--- src/rtl/cmdencode.sv ---
// Command-frame transmitter: serializes one read/write bus request into a LEN..SYNC byte frame.
// Define CMDENCODE_CRC_EN to compute CRC-16/CCITT; otherwise the CRC bytes are sent as zero.
module cmdencode #(
  parameter logic [7:0]  SYNC_BYTE = 8'h7e,
  parameter logic [15:0] CRC_INIT  = 16'hffff
) (
  input  logic        clk,
  input  logic        rst,
  input  logic        req_stb_i,
  input  logic        req_we_i,
  input  logic [5:0]  req_seq_i,
  input  logic [15:0] req_adr_i,
  input  logic [7:0]  req_dat_i,
  output logic        req_busy_o,
  output logic        req_drop_o,
  output logic [7:0]  tx_data,
  output logic        tx_avail,
  input  logic        tx_pull
);

  typedef enum logic [3:0] {
    ST_IDLE = 4'd0,
    ST_LEN  = 4'd1,
    ST_HDR  = 4'd2,
    ST_ADH  = 4'd3,
    ST_ADL  = 4'd4,
    ST_DAT  = 4'd5,
    ST_CRH  = 4'd6,
    ST_CRL  = 4'd7,
    ST_SYN  = 4'd8
  } state_t;

  state_t      state_r, state_nxt_s;
  logic        we_r;
  logic [5:0]  seq_r;
  logic [15:0] adr_r;
  logic [7:0]  dat_r;
  logic [7:0]  tx_data_r, data_nxt_s;
  logic        tx_avail_r;
  logic        drop_r;
  logic        accept_s, pull_s;
  logic [15:0] crc_nxt_s;

  assign accept_s   = req_stb_i && (state_r == ST_IDLE);
  assign pull_s     = tx_avail_r && tx_pull;
  assign req_busy_o = (state_r != ST_IDLE);
  assign req_drop_o = drop_r;
  assign tx_data    = tx_data_r;
  assign tx_avail   = tx_avail_r;

`ifdef CMDENCODE_CRC_EN
  logic [15:0] crc_r;

  function automatic logic [15:0] crc16_byte(input logic [15:0] crc, input logic [7:0] data);
    logic [15:0] c;
    c = crc ^ {data, 8'h00};
    for (int i = 0; i < 8; i++) begin
      c = c[15] ? ((c << 1) ^ 16'h1021) : (c << 1);
    end
    return c;
  endfunction

  // CRC value after the byte being pulled now (payload states only)
  always_comb begin
    crc_nxt_s = crc_r;
    if (pull_s && (state_r inside {ST_LEN, ST_HDR, ST_ADH, ST_ADL, ST_DAT})) begin
      crc_nxt_s = crc16_byte(crc_r, tx_data_r);
    end else begin
      crc_nxt_s = crc_r;
    end
  end

  // CRC register, seeded on every accepted request
  always_ff @(posedge clk) begin
    if (rst) begin
      crc_r <= CRC_INIT;
    end else if (accept_s) begin
      crc_r <= CRC_INIT;
    end else begin
      crc_r <= crc_nxt_s;
    end
  end
`else
  assign crc_nxt_s = CRC_INIT & 16'h0000;
`endif

  // Next-state logic: advance one byte per accepted pull
  always_comb begin
    state_nxt_s = state_r;
    if (state_r == ST_IDLE) begin
      if (req_stb_i) begin
        state_nxt_s = ST_LEN;
      end else begin
        state_nxt_s = ST_IDLE;
      end
    end else if (pull_s) begin
      case (state_r)
        ST_LEN:  state_nxt_s = ST_HDR;
        ST_HDR:  state_nxt_s = ST_ADH;
        ST_ADH:  state_nxt_s = ST_ADL;
        ST_ADL:  state_nxt_s = we_r ? ST_DAT : ST_CRH;
        ST_DAT:  state_nxt_s = ST_CRH;
        ST_CRH:  state_nxt_s = ST_CRL;
        ST_CRL:  state_nxt_s = ST_SYN;
        ST_SYN:  state_nxt_s = ST_IDLE;
        default: state_nxt_s = ST_IDLE;
      endcase
    end else begin
      state_nxt_s = state_r;
    end
  end

  // Byte for the next cycle; LEN comes straight from the strobe since holding regs load in parallel
  always_comb begin
    data_nxt_s = tx_data_r;
    if (accept_s) begin
      data_nxt_s = req_we_i ? 8'd8 : 8'd7;
    end else if (pull_s) begin
      case (state_nxt_s)
        ST_HDR:  data_nxt_s = {1'b1, we_r, seq_r};
        ST_ADH:  data_nxt_s = adr_r[15:8];
        ST_ADL:  data_nxt_s = adr_r[7:0];
        ST_DAT:  data_nxt_s = dat_r;
        ST_CRH:  data_nxt_s = crc_nxt_s[15:8];
        ST_CRL:  data_nxt_s = crc_nxt_s[7:0];
        ST_SYN:  data_nxt_s = SYNC_BYTE;
        default: data_nxt_s = 8'h00;
      endcase
    end else begin
      data_nxt_s = tx_data_r;
    end
  end

  // State and registered outputs
  always_ff @(posedge clk) begin
    if (rst) begin
      state_r    <= ST_IDLE;
      tx_data_r  <= 8'h00;
      tx_avail_r <= 1'b0;
      drop_r     <= 1'b0;
    end else begin
      state_r    <= state_nxt_s;
      tx_data_r  <= data_nxt_s;
      tx_avail_r <= (state_nxt_s != ST_IDLE);
      drop_r     <= req_stb_i && (state_r != ST_IDLE);
    end
  end

  // Request holding registers
  always_ff @(posedge clk) begin
    if (rst) begin
      we_r  <= 1'b0;
      seq_r <= 6'd0;
      adr_r <= 16'h0000;
      dat_r <= 8'h00;
    end else if (accept_s) begin
      we_r  <= req_we_i;
      seq_r <= req_seq_i;
      adr_r <= req_adr_i;
      dat_r <= req_dat_i;
    end else begin
      we_r  <= we_r;
      seq_r <= seq_r;
      adr_r <= adr_r;
      dat_r <= dat_r;
    end
  end

endmodule

--- config.mk ---
export PLATFORM = sky130hd
export DESIGN_NAME = cmdencode
export DESIGN_NICKNAME = d
export VERILOG_FILES = /design/src/rtl/cmdencode.sv
export SDC_FILE = /design/constraint.sdc
export NUM_CORES = 1
export LEC_CHECK = 0
export CAP_MARGIN = 15
export CORE_UTILIZATION = 31
export CTS_BUF_LIST = sky130_fd_sc_hd__clkbuf_16
export DETAILED_ROUTE_END_ITERATION = 8
export DONT_BUFFER_PORTS = 1
export GPL_ROUTABILITY_DRIVEN = 1
export GPL_TIMING_DRIVEN = 1
export PLACE_DENSITY = 0.44
export SETUP_SLACK_MARGIN = 0.3
export SLEW_MARGIN = 20
export SYNTH_ARGS = -nofsm -noshare
export SYNTH_HDL_FRONTEND = slang
export SYNTH_SLANG_ARGS = --single-unit
export TNS_END_PERCENT = 10
--- constraint.sdc ---
create_clock -name clk -period 2.3 [get_ports clk]
set_input_delay 0.23 -clock clk [delete_from_list [all_inputs] [get_ports clk]]
set_output_delay 0.23 -clock clk [all_outputs]
set_load 0.03 [all_outputs]
==> run_results.csv, run 1 <==
group,metric,value,unit
cts,numCtsBuffers,5,
pwr,peakVddDrop,0.4029,mV
yosys,syn_area,2152,µm²
pwr,power,1.940,mW
cts,hold_buffers,0,
place,post-place-ws,0.2401,ns
worst_hold_path,worstHoldStart,"rst",
critical_path,cp-startpoint,"state_r[2]$_SDFF_PP0_",
yosys,syn_inst,257,
timing,max_slew_margin,76.09,%
cts,clk_latency,0.28,ns
die,ios,46,
yosys,yosysWarningCount,0,
layout,design_area,2457,µm²
cts,clock_path_buffers,2,
place,dp_hpwl,4.063,mm
critical_path,cp-end-kind,"flop",
critical_path,crit_arrival,2.09,ns
timing,slew_viol_final,0,
timing,fmax,517.7,MHz
yosys,yosysUniqueCellTypes,49,
critical_path,cp-start-kind,"flop",
layout,drive_gt1_share,18.56,%
cts,tritoncts,"done",
yosys,synth_edf_count,0,
critical_path,worstSetupPathType,"reg2reg",
critical_path,required,2.46,ns
yosys,synth_nets,292,
pwr,power_frac_seq,45.9,%
yosys,ys.flop_type,"dfxtp_1",
routing,drt-total-wl,5.580,mm
pwr,clkPwrFrac,41.3,%
die,die_area,7280,µm²
status,status,"finished, final reports clean",
layout,final_nets,298,
yosys,ys_seq_area_share,41.86,%
die,row_count,30,
worst_hold_path,min_path_type,"in2reg",
pwr,p_int,1.447,mW
layout,insertedDiodeCount,0,
critical_path,crit_chain,"nor4_4, and2_4, buf_4, nor2_1, a21oi_1, o21a_1, a221oi_2",
pwr,power.density,789.7,nW/µm²
grt,grt_pass1_wl,9.114,mm
timing,skew,0.006626,ns
place,routabilityCongestion,0.8043,
critical_path,regToRegStartpoint,"state_r[2]$_SDFF_PP0_",
critical_path,slowest_stage,"dfxtp_2",
timing,fin_crit_sh,83.98,%
routing,firstDrtPassIters,4,
routing,avgViaCountPerCell,5.215,
timing,fin_tns_setup,0,ns
routing,drc_errors,0,
pwr,power.leakage,0.8801,nW
routing,vias,1794,
place,io_buffers,0,
timing,fin_worst_hold_slack,0.02146,ns
timing,tightest_slew,0.3496,ns
cts,cts-root-buf,"clkbuf_16",
timing,rsz0062_at_grt,"yes",
timing,finalCriticalPeriod,1.931,ns
cts,clk_pin_slew,0.06,ns
cts,clock-sinks,45,
yosys,syn_avg_cell_area,8.374,µm²
yosys,ys_ff_latch,45,
pwr,switching_share,25.44,%
routing,first_iter_violations,110,
layout,utilization,36.37,%
critical_path,worstPathMaxFanout,21,
die,die_w,85.32,µm
grt,grt_use_total,16.20,%
die,die_y,85.32,µm
grt,grt_pass1_vias,1711,
run,cap_violations,0,
pwr,switching_power,493.6,µW
timing,finalHoldViolCount,0,
place,place_area,2226,µm²
grt,gr-total-overflow,0,
critical_path,slowest_delay,0.36,ns
grt,antenna_found_initial,0,
die,initial_core_util,31.85,%
layout,fin_cells,344,
die,core_area,6756,µm²
yosys,async_flop_share,0,%
timing,finalSetupViolCount,0,
timing,setup_ws,0.3685,ns
place,dp.cells,330,
grt,grt_start_max_net_pins,43,
layout,area_growth,14.19,%
pwr,power_frac_comb,12.8,%
routing,drtAntennaViolNets,0,
cts,htree_levels,2,
routing,drt-wirelength-per-cell,16.22,µm
==> placed cells by master (no fill, tap or decap), types with 2 or more instances in the layout <==
cell / count
a21oi_1: 42
a21oi_2: 2
a221oi_1: 11
a221oi_2: 3
a31oi_1: 2
and2_1: 2
and3_1: 2
buf_4: 19
clkbuf_16: 5
dfxtp_1: 41
dfxtp_2: 3
inv_1: 4
nand2_1: 71
nand2b_1: 2
nand3_1: 2
nor2_1: 10
nor4_4: 2
o21a_1: 2
o21ai_0: 6
o221a_1: 2
==> area by class of cell <==
class	count	area (µm²)
Fill cell	730	4299
Multi-Input combinational cell	189	1127
Sequential cell	45	908.4
Timing Repair Buffer	19	142.6
Clock buffer	5	125.1
Tap cell	80	100.1
Clock inverter	3	42.54
Inverter	3	11.26
==> synthesized netlist by cell type, types with 2 or more instances <==
cell type / n / area (µm²)
and3_1: 2 / 12.51
nand2_1: 71 / 266.5
nor2_1: 10 / 37.54
a31oi_1: 2 / 12.51
nand2b_1: 2 / 12.51
inv_1: 3 / 11.26
clkbuf_1: 10 / 37.54
dfxtp_1: 45 / 900.9
a221oi_2: 3 / 45.04
a21oi_2: 2 / 17.52
o221a_1: 2 / 22.52
buf_6: 5 / 56.30
and2_1: 2 / 12.51
nor3_2: 2 / 20.02
o21ai_0: 6 / 30.03
nand3_1: 2 / 10.01
a221oi_1: 11 / 96.34
nor4_4: 2 / 42.54
o21a_1: 2 / 15.01
buf_4: 3 / 22.52
a21oi_1: 42 / 210.2
==> path summary, 6_finish.rpt <==
check	end	slack, ns	depth (start not counted)
worst max-delay path	tx_data[2]$_SDFFE_PP0P_	0.37	7
worst min-delay path	state_r[0]$_SDFF_PP0_	0.02	1
worst max register to register	tx_data[2]$_SDFFE_PP0P_	0.37	7
worst min register to register	dat_r[3]$_SDFFE_PP0P_	0.46	2
==> worst max-delay path, delay by kind of cell (launching register included) <==
family / cells / cell delay [ns]
buffers and inverters: 1 / 0.24
AND/OR/NAND/NOR: 3 / 0.71
flip-flops: 1 / 0.36
AO/OA/AOI/OAI: 3 / 0.50
==> kinds of logic (layout without fill, tap and decap cells) <==
kind of cell              Yosys count  count (layout)  synth area share, %
DFF                                45              45                41.86
and+or+nand+nor                   102             102                22.44
xor gates and xnor gates            1               1               0.4071
buffers and inverters              23              30                6.337
AOI/OAI and AO/OA                  86              86                28.95
==> state kept, by name (all words and copies together), names as in the netlist <==
name        cells
tx_data         8
dat_r           8
we_r            1
tx_avail        1
seq_r           6
state_r         4
req_drop_o      1
adr_r          16
==> metal layers <==
| layer | share of wire, % | GRT usage [%] | up-vias |
|---|---|---|---|
| li1 | - | - | 922 |
| met1 | 48 | 21.54 | 837 |
| met2 | 47 | 25.95 | 31 |
| met3 | 4.1 | 3.696 | 4 |
| met4 | 1.1 | 5.455 | 0 |
| met5 | 0 | 0 | - |
==> power groups by stage <==
stage,Sequential (mW),Combinational [mW],Clock (mW)
after floorplan,0.889,0.203,0
final,0.891,0.248,0.802
after global placement,0.909,0.229,0
after global routing,0.897,0.277,0.860
after detailed placement,0.909,0.230,0
after CTS,0.891,0.243,0.823
==> timing repair <==
action	4_1_cts	5_1_grt
setup endpoints to repair	1	8
pin swaps	1	1
buffers inserted	3	3
resized for setup	1	5
Power figures use the tool's default switching activity.
==> inputs of run 2 (changes only) <==
Settings changed: ABC_AREA set to 1, PLACE_DENSITY 0.44 to 0.45.
Clock period 2.3 ns to 1.6 ns, I/O delays scaled along.
==> run 2 against run 1 <==
Effect of this change:
- via count up 7.0%
- highest routed layer unchanged
- the flow now finishes with violations (hold timing, setup timing)
- die area down 3.8%
- sequential share of layout area shrank 2.2 points
- critical path depth rose by 3
- maximum frequency up 18%
- first-iteration DRC count shrank 35%
- final cell count up 15%
- largest power group unchanged
- register-to-register slack got worse by 0.41 ns
- hold slack got worse by 0.087 ns
- cell area up 7.7%
- worst setup slack worse by 0.41 ns
==> run_results.csv, run 2 <==
group,metric,value,unit
layout,layout_common_cells,"62 x nor2_1, 40 x dfxtp_1, 35 x nand2_1",
place,routabilityCongestion,0.7730,
die,die_area,7002,µm²
routing,drt-total-wl,5.486,mm
timing,setup_ws,-0.04097,ns
cts,clk_latency,0.29,ns
yosys,yosysUniqueCellTypes,24,
status,status,"complete, but fails checks",
die,row_count,29,
routing,vias,1919,
layout,fin_cells,394,
timing,slew_viol_final,0,
timing,finalSetupViolCount,4,
yosys,synthTopCellsByArea,"dfxtp_1 44%, nor2_1 12%, o21ai_0 8.5%, nand2_1 7.4%, nand3_1 4.8%",
timing,fin_tns_setup,-0.06924,ns
grt,antenna_found_initial,0,
yosys,syn_area,2068,µm²
grt,grt_pass1_wl,9.225,mm
critical_path,slowest_stage,"dfxtp_4",
cts,cts-root-buf,"clkbuf_16",
routing,avgViaCountPerCell,4.871,
critical_path,worstPathMaxFanout,10,
grt,grt_pass1_vias,1931,
timing,skew,0.007483,ns
yosys,synth_edf_count,0,
layout,final_nets,351,
run,cap_violations,0,
timing,finalCriticalPeriod,1.641,ns
yosys,yosysWarningCount,0,
place,io_buffers,0,
critical_path,crit_arrival,1.82,ns
status,violations,"hold timing, setup timing",
yosys,yosys.area.top_type,"dfxtp_1",
cts,htree_levels,2,
critical_path,worstSetupPathType,"reg2reg",
worst_hold_path,min_path_type,"in2reg",
die,die_y,83.68,µm
timing,finalHoldViolCount,11,
layout,mostFrequentLayoutCell,"nor2_1",
timing,fin_worst_hold_slack,-0.06594,ns
routing,drc_errors,0,
layout,drive_gt1_share,27.44,%
timing,fin_crit_sh,102.6,%
timing,tightest_slew,0.3822,ns
yosys,synth_common_cells,"64 x nor2_1, 45 x dfxtp_1, 41 x nand2_1",
layout,area_growth,27.95,%
critical_path,cp-end-kind,"flop",
cts,clk_pin_slew,0.07,ns
grt,grt_start_max_net_pins,32,
critical_path,slowest_delay,0.35,ns
yosys,ys_ff_latch,45,
layout,largest_reg_flops,16,
routing,drt-wirelength-per-cell,13.92,µm
yosys,syn_avg_cell_area,7.132,µm²
pwr,power.leakage,1.190,nW
yosys,async_flop_share,0,%
routing,firstDrtPassIters,6,
critical_path,crit_chain,"nand2_4, inv_4, or2_2, nand2_4, nor2_4, buf_12, nand3_1, nand3_1, o21bai_1, a21oi_1",
yosys,ys.flop_type,"dfxtp_1",
routing,drtAntennaViolNets,0,
cts,clock-sinks,45,
yosys,synth_top_cell_area_share,43.56,%
pwr,power,3.400,mW
die,initial_core_util,32.39,%
cts,numCtsBuffers,5,
routing,first_iter_violations,72,
layout,regMostFlops,"adr_r",
layout,fillerInstances,667,
pwr,peakVddDrop,0.7486,mV
place,dp.cells,374,
critical_path,required,1.78,ns
layout,insertedDiodeCount,0,
timing,max_slew_margin,74.49,%
die,die_w,83.68,µm
die,core_area,6386,µm²
yosys,ys_seq_area_share,43.56,%
die,ios,46,
timing,rsz0062_at_grt,"yes",
grt,gr-total-overflow,0,
yosys,syn_inst,290,
cts,tritoncts,"done",
critical_path,cp-start-kind,"flop",
cts,clock_path_buffers,2,
place,dp_hpwl,3.788,mm
grt,grt_use_total,16.45,%
yosys,synth_nets,325,
timing,fmax,609.4,MHz
yosys,synth_most_common_cell,"nor2_1",
pwr,power.density,1285,nW/µm²
run 2: changes by cell type in the layout (fill, tap and decap cells not counted), sizes merged, moves of 6 or more:
cell,delta
a21oi,-27
a221oi,-14
buf,+13
inv,+19
nand2,-23
nand3,+18
nand4,+6
nor2,+62
o21ai,+30
run 2: layout make-up:
type                    count  area, µm²  area share [%]
inverters                  22      87.58           3.310
well taps                  77      96.34           3.641
multi-input cells         210       1111           41.99
repair buffers             32      264.0           9.976
flip-flops and latches     45      919.6           34.75
clock inverters             3      42.54           1.608
clock buffers               5      125.1           4.728
run 2: cells by family (layout without fill, tap and decap cells):
family | count (synthesis) | after routing | synth area share, %
AND/OR/NAND/NOR | 150 | 150 | 33.33
AO/OA/AOI/OAI | 60 | 60 | 15.67
flip-flops | 45 | 45 | 43.56
buffers and inverters | 35 | 62 | 7.441
run 2: worst max-delay path, delay by kind of cell, from the launching register on:
family	cells	cell delay (ns)
AO/OA/AOI/OAI	2	0.25
buffers and inverters	2	0.19
flip-flops	1	0.35
AND/OR/NAND/NOR	6	0.73
run 2: worst paths after layout:
check,slack (ns),endpoint,start,depth (start not counted)
max,-0.04,tx_data[2]$_SDFFE_PP0P_,tx_avail$_SDFF_PP0_,10
min,-0.07,state_r[3]$_SDFF_PP0_,rst,1
max reg2reg,-0.04,tx_data[2]$_SDFFE_PP0P_,tx_avail$_SDFF_PP0_,10
min reg2reg,0.45,adr_r[13]$_SDFFE_PP0P_,adr_r[13]$_SDFFE_PP0P_,2
run 2: stage by stage:
stage | hold slack [ns] | setup slack (ns) | util, % | instance area (µm²)
final | -0.06594 | -0.04097 | 41.44 | 2646
after global routing | -0.07881 | -0.1499 | 41.44 | 2646
after CTS | -0.07093 | -0.07389 | 40.34 | 2576
after detailed placement | 0.2350 | -0.1107 | 35.62 | 2275
after global placement | 0.2332 | -0.1044 | 35.62 | 2275
after floorplan | 0.2385 | 0.03697 | - | 2087
run 2: per-layer routing:
metal  routed length, µm  up-vias  part of all wire, %  global-route usage (%)
met4                  23        0                 0.42                   3.698
met3                 213        2                  3.9                   3.660
met1                2602      888                   47                   22.00
met2                2647       35                   48                   27.05
li1                    -      994                    -                       -
met5                   0        -                    0                       0
run 2: what timing repair did:
| item | in CTS | in global routing |
|---|---|---|
| cloned | 0 | 0 |
| resized for setup | 26 | 17 |
| endpoints found under the setup margin | 41 | 42 |
| pin swaps | 18 | 13 |
| setup buffers | 8 | 4 |
| hold endpoints to repair | 11 | 11 |
run 2: power breakdown:
part / total (mW) / leakage [nW] / internal, mW / switching, mW
sequential: 1.39 / 0.375 / 1.26 / 0.126
clock: 1.18 / 0.0852 / 0.734 / 0.446
combinational: 0.832 / 0.730 / 0.343 / 0.489
total: 3.40 / 1.19 / 2.34 / 1.06
